## src/rtl/rv_types.svh

```systemverilog
// ---------------------------------------------------------------------------
// rv_types.svh -- scalar types shared across the RV core.
//   u32_t     : 32-bit machine word
//   reg_idx_t : architectural register index (x0..x31)
// ---------------------------------------------------------------------------
`ifndef RV_TYPES_SVH
`define RV_TYPES_SVH

typedef logic [31:0] u32_t;
typedef logic [4:0]  reg_idx_t;

`endif

```

## src/rtl/pkg_rv_decode.sv

```systemverilog
// ---------------------------------------------------------------------------
// pkg_rv_decode -- decode-stage types shared with the execute controller.
//   alu_t      : ALU operation selector (RV32IM subset)
//   ex_state_t : execute controller state
//   EX_TIMEOUT : default WAIT/DRAIN cycle limit before abort
// ---------------------------------------------------------------------------
package pkg_rv_decode;

    `include "rv_types.svh"

    typedef enum logic [3:0] {
        ALU_ADD, ALU_SUB, ALU_SLL, ALU_SLT, ALU_SLTU, ALU_XOR, ALU_SRL, ALU_SRA,
        ALU_OR,  ALU_AND, ALU_MUL, ALU_MULH, ALU_DIV, ALU_DIVU, ALU_REM, ALU_REMU
    } alu_t;

    typedef enum logic [2:0] {
        EX_IDLE, EX_ISSUE, EX_WAIT, EX_DONE, EX_DRAIN
    } ex_state_t;

    localparam int EX_TIMEOUT = 64;

endpackage

```

## src/rtl/rv_ex_timer.sv

```systemverilog
// ---------------------------------------------------------------------------
// rv_ex_timer -- cycle counter bounding time spent in WAIT / DRAIN.
//   clk, xreset : clock, asynchronous active-high reset
//   clr         : restart the count (asserted on the entry edge)
//   en          : controller is in a timed state this cycle
//   term        : this is the TIMEOUT-th timed cycle since the last clear
// ---------------------------------------------------------------------------
module rv_ex_timer
    import pkg_rv_decode::*;
#(
    parameter int TIMEOUT = EX_TIMEOUT
) (
    input  logic clk,
    input  logic xreset,
    input  logic clr,
    input  logic en,
    output logic term
);

    localparam int             CW   = $clog2(TIMEOUT + 1);
    localparam logic [CW-1:0]  LAST = CW'(TIMEOUT - 1);

    logic [CW-1:0] cnt;

    always_ff @(posedge clk or posedge xreset) begin
        if (xreset)
            cnt <= '0;
        else if (clr)
            cnt <= '0;
        else if (en)
            cnt <= cnt + CW'(1);
    end

    // cnt holds the number of timed cycles already completed, so the
    // TIMEOUT-th cycle is the one that sees TIMEOUT-1.
    assign term = en && (cnt == LAST);

endmodule

```

## src/rtl/rv_exec_ctl.sv

```systemverilog
// ---------------------------------------------------------------------------
// rv_exec_ctl -- execute-stage sequencer between decode, ALU and writeback.
//   clk, xreset                     : clock, asynchronous active-high reset
//   id_valid/id_ready               : op handshake from decode
//   id_alu, id_rd, id_rrd1/2, id_csr: op fields latched on accept
//   alu, rrd1, rrd2, csr_rd, rdy    : ALU drive (rdy = advance enable)
//   rwdat, cmpl, mulop              : ALU result, multi-cycle done, is mul/div
//   wb_valid/wb_ready, wb_rd/dat/err: writeback handshake (err = timeout)
//   kill                            : pipeline flush
//   stall_cnt                       : cumulative WAIT cycles
// ---------------------------------------------------------------------------
module rv_exec_ctl
    import pkg_rv_decode::*;
#(
    parameter int TIMEOUT = EX_TIMEOUT
) (
    input  logic     clk,
    input  logic     xreset,
    input  logic     id_valid,
    output logic     id_ready,
    input  alu_t     id_alu,
    input  reg_idx_t id_rd,
    input  u32_t     id_rrd1,
    input  u32_t     id_rrd2,
    input  u32_t     id_csr,
    output alu_t     alu,
    output u32_t     rrd1,
    output u32_t     rrd2,
    output u32_t     csr_rd,
    output logic     rdy,
    input  u32_t     rwdat,
    input  logic     cmpl,
    input  logic     mulop,
    output logic     wb_valid,
    input  logic     wb_ready,
    output reg_idx_t wb_rd,
    output u32_t     wb_dat,
    output logic     wb_err,
    input  logic     kill,
    output u32_t     stall_cnt
);

    ex_state_t state, state_nxt;

    alu_t     alu_q;
    reg_idx_t rd_q;
    u32_t     rrd1_q, rrd2_q, csr_q;

    logic accept;
    logic cap_res;   // capture ALU result as a normal completion
    logic cap_to;    // WAIT timed out: write back zero with error
    logic tmr_clr, tmr_en, tmr_term;

    assign accept = id_valid && id_ready;

    rv_ex_timer #(.TIMEOUT(TIMEOUT)) u_timer (
        .clk    (clk),
        .xreset (xreset),
        .clr    (tmr_clr),
        .en     (tmr_en),
        .term   (tmr_term)
    );

    // ---------------- state register ----------------
    // NOTE: sequential state is updated with <= so every flop samples the
    // pre-edge values; blocking here would create order-dependent races.
    always_ff @(posedge clk or posedge xreset) begin
        if (xreset)
            state <= EX_IDLE;
        else
            state <= state_nxt;
    end

    // ---------------- next-state logic ----------------
    // kill is tested first in every state so it wins over cmpl, wb_ready
    // and id_valid arriving in the same cycle.
    // NOTE: every output of a combinational block gets a default before the
    // case; a path that leaves one unassigned would infer a latch.
    always_comb begin
        state_nxt = state;
        cap_res   = 1'b0;
        cap_to    = 1'b0;
        case (state)
            EX_IDLE: begin
                if (accept)
                    state_nxt = EX_ISSUE;
            end
            EX_ISSUE: begin
                if (kill)
                    state_nxt = mulop ? EX_DRAIN : EX_IDLE;
                else if (!mulop || cmpl) begin
                    state_nxt = EX_DONE;
                    cap_res   = 1'b1;
                end else
                    state_nxt = EX_WAIT;
            end
            EX_WAIT: begin
                if (kill)
                    state_nxt = EX_DRAIN;
                else if (cmpl) begin
                    state_nxt = EX_DONE;
                    cap_res   = 1'b1;
                end else if (tmr_term) begin
                    state_nxt = EX_DONE;
                    cap_to    = 1'b1;
                end
            end
            EX_DONE: begin
                if (kill || wb_ready)
                    state_nxt = EX_IDLE;
            end
            EX_DRAIN: begin
                // The in-flight mul/div result is thrown away.
                if (cmpl || tmr_term)
                    state_nxt = EX_IDLE;
            end
            default: state_nxt = EX_IDLE;
        endcase
    end

    // ---------------- outputs ----------------
    always_comb begin
        id_ready = 1'b0;
        rdy      = 1'b0;
        wb_valid = 1'b0;
        alu      = ALU_ADD;   // harmless op so no mul/div is started
        tmr_en   = 1'b0;
        case (state)
            // Gated by xreset so id_ready stays low while reset is held.
            EX_IDLE:  id_ready = !kill && !xreset;
            EX_ISSUE: begin rdy = 1'b1; alu = alu_q; end
            EX_WAIT:  begin rdy = 1'b1; alu = alu_q; tmr_en = 1'b1; end
            EX_DONE:  wb_valid = 1'b1;
            EX_DRAIN: begin rdy = 1'b1; alu = alu_q; tmr_en = 1'b1; end
            default:  ;
        endcase
        // Restart the timer on each entry into a timed state, including
        // WAIT -> DRAIN so the drain gets its own full budget.
        tmr_clr = ((state_nxt == EX_WAIT) || (state_nxt == EX_DRAIN))
                  && (state_nxt != state);
    end

    assign rrd1   = rrd1_q;
    assign rrd2   = rrd2_q;
    assign csr_rd = csr_q;
    assign wb_rd  = rd_q;

    // ---------------- operand / result registers ----------------
    always_ff @(posedge clk or posedge xreset) begin
        if (xreset) begin
            alu_q     <= ALU_ADD;
            rd_q      <= '0;
            rrd1_q    <= '0;
            rrd2_q    <= '0;
            csr_q     <= '0;
            wb_dat    <= '0;
            wb_err    <= 1'b0;
            stall_cnt <= '0;
        end else begin
            if (accept) begin
                alu_q  <= id_alu;
                rd_q   <= id_rd;
                rrd1_q <= id_rrd1;
                rrd2_q <= id_rrd2;
                csr_q  <= id_csr;
                wb_err <= 1'b0;
            end
            if (cap_res) begin
                // x0 is hard-wired to zero.
                wb_dat <= (rd_q == '0) ? '0 : rwdat;
                wb_err <= 1'b0;
            end else if (cap_to) begin
                wb_dat <= '0;
                wb_err <= 1'b1;
            end
            // Counts WAIT cycles including one that is killed; wraps at 2^32.
            if (state == EX_WAIT)
                stall_cnt <= stall_cnt + 32'd1;
        end
    end

endmodule

```

## config.mk

```make
export PLATFORM = sky130hd
export DESIGN_NAME = rv_exec_ctl
export DESIGN_NICKNAME = d
export VERILOG_FILES = /design/src/rtl/pkg_rv_decode.sv /design/src/rtl/rv_ex_timer.sv /design/src/rtl/rv_exec_ctl.sv
export VERILOG_INCLUDE_DIRS = /design/src /design/src/rtl
export SDC_FILE = /design/constraint.sdc
export NUM_CORES = 1
export LEC_CHECK = 0
export BUFFER_PORTS_ARGS = -buffer_cell sky130_fd_sc_hd__buf_2
export CAP_MARGIN = 10
export CORE_MARGIN = 3
export CORE_UTILIZATION = 47
export DETAILED_ROUTE_END_ITERATION = 6
export HOLD_SLACK_MARGIN = 0.15
export PLACE_DENSITY = 0.8
export SYNTH_ARGS = -nofsm -noshare
export SYNTH_HDL_FRONTEND = slang
export SYNTH_HIERARCHICAL = 1
export SYNTH_SLANG_ARGS = --single-unit
```

## constraint.sdc

```tcl
create_clock -name clk -period 8.7 [get_ports clk]
set_input_delay 2.175 -clock clk [delete_from_list [all_inputs] [get_ports clk]]
set_output_delay 2.175 -clock clk [all_outputs]
set_load 0.005 [all_outputs]
```

==> results of run 1 <==
layout by cell type (no fill, tap or decap), types with 2 or more instances in the layout:
master,netlist,routed
buf_2,19,316
dfrtp_1,180,180
mux2_1,105,105
a22o_1,32,32
xor2_1,26,26
nor2_1,17,17
clkbuf_16,0,17
nand2_1,14,14
xnor2_1,10,10
inv_1,10,9
nand3_1,9,8
nor3_1,8,8
and2_1,7,7
nor4_1,6,6
nand4_1,5,5
and4_1,5,5
nor2b_1,5,5
clkinvlp_4,0,4
inv_8,0,4
clkinv_4,0,4
buf_4,0,4
o21ai_0,3,3
a21oi_1,3,3
nor4_2,4,3
and3_1,2,2
o22ai_1,2,2
inv_6,0,2
ha_1,2,2
or3_1,2,2
critical path, cell delays in order:
cell and delay [ns]:
buf_2 0.14, nor2_1 0.34, and2_1 0.19, buf_2 0.11
report_power, final:
group / switching (W) / leakage [nW] / internal (W) / total (W)
Clock: 0.000334 / 0.260 / 0.000375 / 0.000709
Combinational: 0.000370 / 2.39 / 0.000474 / 0.000844
Sequential: 0.000188 / 2.23 / 0.00117 / 0.00136
Total: 0.000892 / 4.88 / 0.00202 / 0.00291
logic make-up after synthesis:
family                     Yosys count
adders and majority gates            2
buffers and inverters               35
muxes                              107
AOI/OAI and AO/OA                   47
and+or+nand+nor                     94
xor gates and xnor gates            36
DFF                                180
through the flow:
step                worst slack (ns)  area (um2)  hold slack [ns]  std cells
floorplan                       1.84        7160            0.456        501
global placement                3.57        8920            0.451        981
detailed placement              3.57        8920            0.456        981
CTS                             3.56        9470            0.466       1013
global route                    3.50        9470            0.478       1013
finish                          3.57        9470            0.463       1013
cell type report:
cell class,instances,area (um2),area share
Timing Repair Buffer,320,1610,0.170
Multi-Input combinational cell,286,2530,0.267
Sequential cell,180,4500,0.475
Clock buffer,18,429,0.0453
Tap cell,184,230,0.0243
Clock inverter,14,124,0.0131
Inverter,11,46.3,0.00489
registers in the layout, indices dropped and copies added, names as in the netlist:
| register | flops |
|---|---|
| stall_cnt | 32 |
| rrd1 | 32 |
| wb_dat | 32 |
| u_timer/cnt | 7 |
| state | 3 |
| csr_rd | 32 |
| alu_q | 4 |
| wb_err | 1 |
| rrd2 | 32 |
| wb_rd | 5 |
worst min-delay path by stage:
stage / end / slack, ns / depth (start not counted)
after floorplan: alu_q[0] / 0.46 / 1
after global placement: stall_cnt[31] / 0.45 / 1
after detailed placement: stall_cnt[31] / 0.46 / 1
after CTS: stall_cnt[31] / 0.47 / 1
after global routing: stall_cnt[31] / 0.48 / 1
final: stall_cnt[31] / 0.46 / 1
routing by layer:
| metal | track usage | vias to the layer above |
|---|---|---|
| li1 | - | 2408 |
| met1 | 0.236 | 2545 |
| met2 | 0.338 | 215 |
| met3 | 0.0585 | 26 |
| met4 | 0.0709 | 0 |
| met5 | 0 | - |
==> flow_summary.toml, run 1 <==
[power_and_ir_drop]
p_per_area_nw_per_um2 = 308
irDropWorstVdd_mv = 0.156
p_leak_nw = 4.88
fin_total_pwr_w = 0.00291

[finish]
syn2layout_area_growth_pct = 32.2
layout.nets = 962
nFillCells = 1153
post-route-util = 0.644
antenna_cells = 0
drive_gt1_frac = 0.439

[drt]
finalWirelength_um = 16900
wl_per_cell_um = 16.6
routed.top_layer = "met4"
dr_total_vias = 5194
dr_wl_met3_um = 1300
ant_nets = 0
via_per_inst = 5.13
dr.first_iter.drc_count = 179
drc = 0
met1_length_um = 6680
wl_met2_um = 8490
dr.pass1.iters = 4

[yosys]
ys_seq_elements = 180
synth_cells = 501
ys_top_cells_by_count = "dfrtp_1 (180), mux2_1 (105), a22o_1 (32), xor2_1 (26), buf_2 (19)"
synth_fa_ha_area_frac = 0.00349
synthArstFlopShare = 1.00
synth_seq_area_share = 0.629
yosys-top-cells-area = "dfrtp_1 (63%), mux2_1 (17%), a22o_1 (3.9%), xor2_1 (3.2%), buf_2 (1.3%)"
yosysWarningCount = 6
synth_compound_area_frac = 0.0547
synth-edff-count = 0
yosys_most_used_dff = "dfrtp_1"
synth_xor_area_frac = 0.0440
synthMuxAreaShare = 0.168
netlist_area_um2 = 7160
synth_cell_type_count = 45
synth.largest_area_cell = "dfrtp_1"
syn_nets = 647
synth-simple-area-share = 0.0783
post-synth-top-area-fraction = 0.629
yosysMostFrequentCell = "dfrtp_1"
postSynthAreaPerCell_um2 = 14.3
synth_top_family_by_area = "multiplexers"

[clock_tree]
cts_repair_resize_count = 0
clock_latency_ns = 0.42
cts.hold.buffers_added = 0
cts_tree = "built"
cts_root_buf = "clkbuf_16"
cts_sinks = 180
cts_buffers = 17
clkTransAtPathRegs_ns = 0.07
cts_max_path_buffers = 2
h-tree-depth = 4
post_cts_buffers = 0

[setup_path]
critPathCaptureType = "output pin"
crit_type = "in -> out"
crit_end = "id_ready"
rr_endpoint = "wb_dat[13]"
critPathRequiredTime_ns = 6.53
startpoint_type = "input pin"
worstPathArrival_ns = 2.96
r2r_start = "state[2]"
crit_start = "kill"
r2r_slack_ns = 5.69
reg2regPathDepth = 10
cp_max_fo = 6

[timing]
slew_violations = 0
setup_viol = 0
worst_pin_slew_ns = 0.985
rsz0062_at_grt = "no"
slew_headroom = 0.343
clock_skew_ns = 0.00911
fmax_mhz = 195
post-route-min-period_ns = 5.13
hold_viol = 0
tns_ns = 0
fin_crit_sh = 0.590

[status]
status = "finished, final reports clean"

[die]
fp.dieArea_um2 = 16800
rows = 44
initial_core_util = 0.487
die_h_um = 129
core-area_um2 = 14700
pin_count = 317
die_w_um = 129

[global_route]
grt_usage = 0.197
antenna_found_initial = 0
grt_remaining_overflow = 0
grt_pass1_wl_um = 26100
grt_max_degree = 101
grt_pass1_vias = 5225

[placed_design]
dp_hpwl_um = 12500
io_buffers = 316
place.gp.congestion = 0.805

[min_path]
hp-start = "stall_cnt[31]"
hold_class = "reg -> reg"

[flow_run]
cap_violations = 0
(Power assumes the default switching activity.)
==> run 2, diff against run 1 <==
--- a/config.mk
+++ b/config.mk
@@ -9,10 +9,10 @@
 export BUFFER_PORTS_ARGS = -buffer_cell sky130_fd_sc_hd__buf_2
 export CAP_MARGIN = 10
 export CORE_MARGIN = 3
-export CORE_UTILIZATION = 47
+export CORE_UTILIZATION = 43
 export DETAILED_ROUTE_END_ITERATION = 6
 export HOLD_SLACK_MARGIN = 0.15
-export PLACE_DENSITY = 0.8
+export PLACE_DENSITY = 0.77
 export SYNTH_ARGS = -nofsm -noshare
 export SYNTH_HDL_FRONTEND = slang
 export SYNTH_HIERARCHICAL = 1
==> constraint.sdc (replaced) <==
create_clock -name clk -period 4.63 [get_ports clk]
set_input_delay 1.1575 -clock clk [delete_from_list [all_inputs] [get_ports clk]]
set_output_delay 1.1575 -clock clk [all_outputs]
set_load 0.005 [all_outputs]
==> flow_summary.toml, run 2 (same netlist as run 1, synthesis figures left out) <==
[status]
status = "finished, final reports clean"

[clock_tree]
cts_root_buf = "clkbuf_16"
cts_tree = "built"
h-tree-depth = 4
post_cts_buffers = 0
cts_max_path_buffers = 2
cts.hold.buffers_added = 0
cts_buffers = 17
clock_latency_ns = 0.42
cts_sinks = 180
clkTransAtPathRegs_ns = 0.07
cts_repair_resize_count = 0

[timing]
hold_viol = 0
fmax_mhz = 314
slew_headroom = 0.339
rsz0062_at_grt = "no"
post-route-min-period_ns = 3.18
fin_crit_sh = 0.687
setup_viol = 0
slew_violations = 0
clock_skew_ns = 0.0113
worst_pin_slew_ns = 0.992
tns_ns = 0

[finish]
drive_gt1_frac = 0.440
antenna_cells = 0
final_cell_mix = "buf_2 (316), dfrtp_1 (180), mux2_1 (105)"
layout.nets = 963
final_cell_area_um2 = 9530
final_common_cell = "buf_2"
instances_no_fill = 1046
syn2layout_area_growth_pct = 33.1

[min_path]
hold_class = "reg -> reg"
hp-start = "stall_cnt[31]"

[drt]
finalWirelength_um = 17900
dr.first_iter.drc_count = 208
drc = 0
via_per_inst = 4.98
dr.pass1.iters = 4
dr_total_vias = 5213
ant_nets = 0
wl_per_cell_um = 17.1

[flow_run]
cap_violations = 0

[die]
fp.dieArea_um2 = 18200
initial_core_util = 0.444
rows = 46
pin_count = 317
core-area_um2 = 16100
die_w_um = 135
die_h_um = 135

[power_and_ir_drop]
irDropWorstVdd_mv = 0.268
p_leak_nw = 4.89
p_per_area_nw_per_um2 = 581

[setup_path]
critPathCaptureType = "flip-flop"
critPathRequiredTime_ns = 4.97
cp_max_fo = 33
path_buf_inv = 2
crit_path_max_incr_delay_ns = 0.59
crit_type = "reg -> reg"
startpoint_type = "flip-flop"
crit_slowest_cell = "dfrtp_1"
path_delay_family = "simple AND/OR/NAND/NOR gates"
worstPathArrival_ns = 3.52
r2r_start = "state[2]"
crit_start = "state[2]"
path_cells = "nor2b_1 > nor2_1 > nor2_1 > nand4_1 > or3_1 > inv_1 > nor2b_1 > o311ai_4 > buf_4 > o311a_1 > o221a_2 > a21oi_1"

[placed_design]
placed_cells = 1014
placed_area_um2 = 8980
place.gp.congestion = 0.821
dp_hpwl_um = 13100
io_buffers = 316

[global_route]
antenna_found_initial = 1
grt_pass1_wl_um = 27800
grt_max_degree = 174
grt_usage = 0.193
grt_remaining_overflow = 0
grt_pass1_vias = 5160
## run 2: cell count changes in the layout (fill, tap and decap cells not counted)
cell	before	now
clkinvlp_4	4	5
clkinv_2	1	4
clkinv_4	4	0
bufinv_16	0	1
buf_12	0	1
inv_6	2	4
inv_8	4	1
## run 2: report_power, final
group / switching [W] / internal (W)
Combinational: 0.000728 / 0.000894
Sequential: 0.000344 / 0.00221
Clock: 0.000620 / 0.000747
## run 2: metrics by stage
stage	power, W	setup slack (ns)	hold WS, ns	util
finish	0.00554	1.45	0.471	0.592
global route	0.00589	1.18	0.496	0.592
CTS	0.00562	1.45	0.472	0.592
detailed placement	0.00423	1.17	0.459	0.557
global placement	0.00416	1.19	0.453	0.557
floorplan	0.00330	1.26	0.456	-
## run 2: cell type report
| class | instances | area [um2] |
|---|---|---|
| clock buffer | 18 | 429 |
| clock inverter | 14 | 126 |
| fill | 1320 | 6580 |
| inverter | 11 | 45.0 |
| multi-input combinational | 286 | 2530 |
| sequential | 180 | 4500 |
| tap | 216 | 270 |
| timing repair buffer | 321 | 1630 |
## run 2: path summary, 6_finish.rpt
kind	to	slack (ns)	cells past startpoint
setup / recovery	u_timer/cnt[6]	1.45	12
hold / removal	stall_cnt[31]	0.47	1
setup reg to reg	u_timer/cnt[6]	1.45	12
hold reg to reg	stall_cnt[31]	0.47	1
max in group asynchronous	csr_rd[31]	2.88	3
min in group asynchronous	u_timer/cnt[0]	0.72	2
## run 2: per-layer routing
layer / wire length (um) / track usage
met4: 351 / 0.0610
met3: 1260 / 0.0462
met5: 13 / 0
met1: 7110 / 0.238
met2: 9160 / 0.337
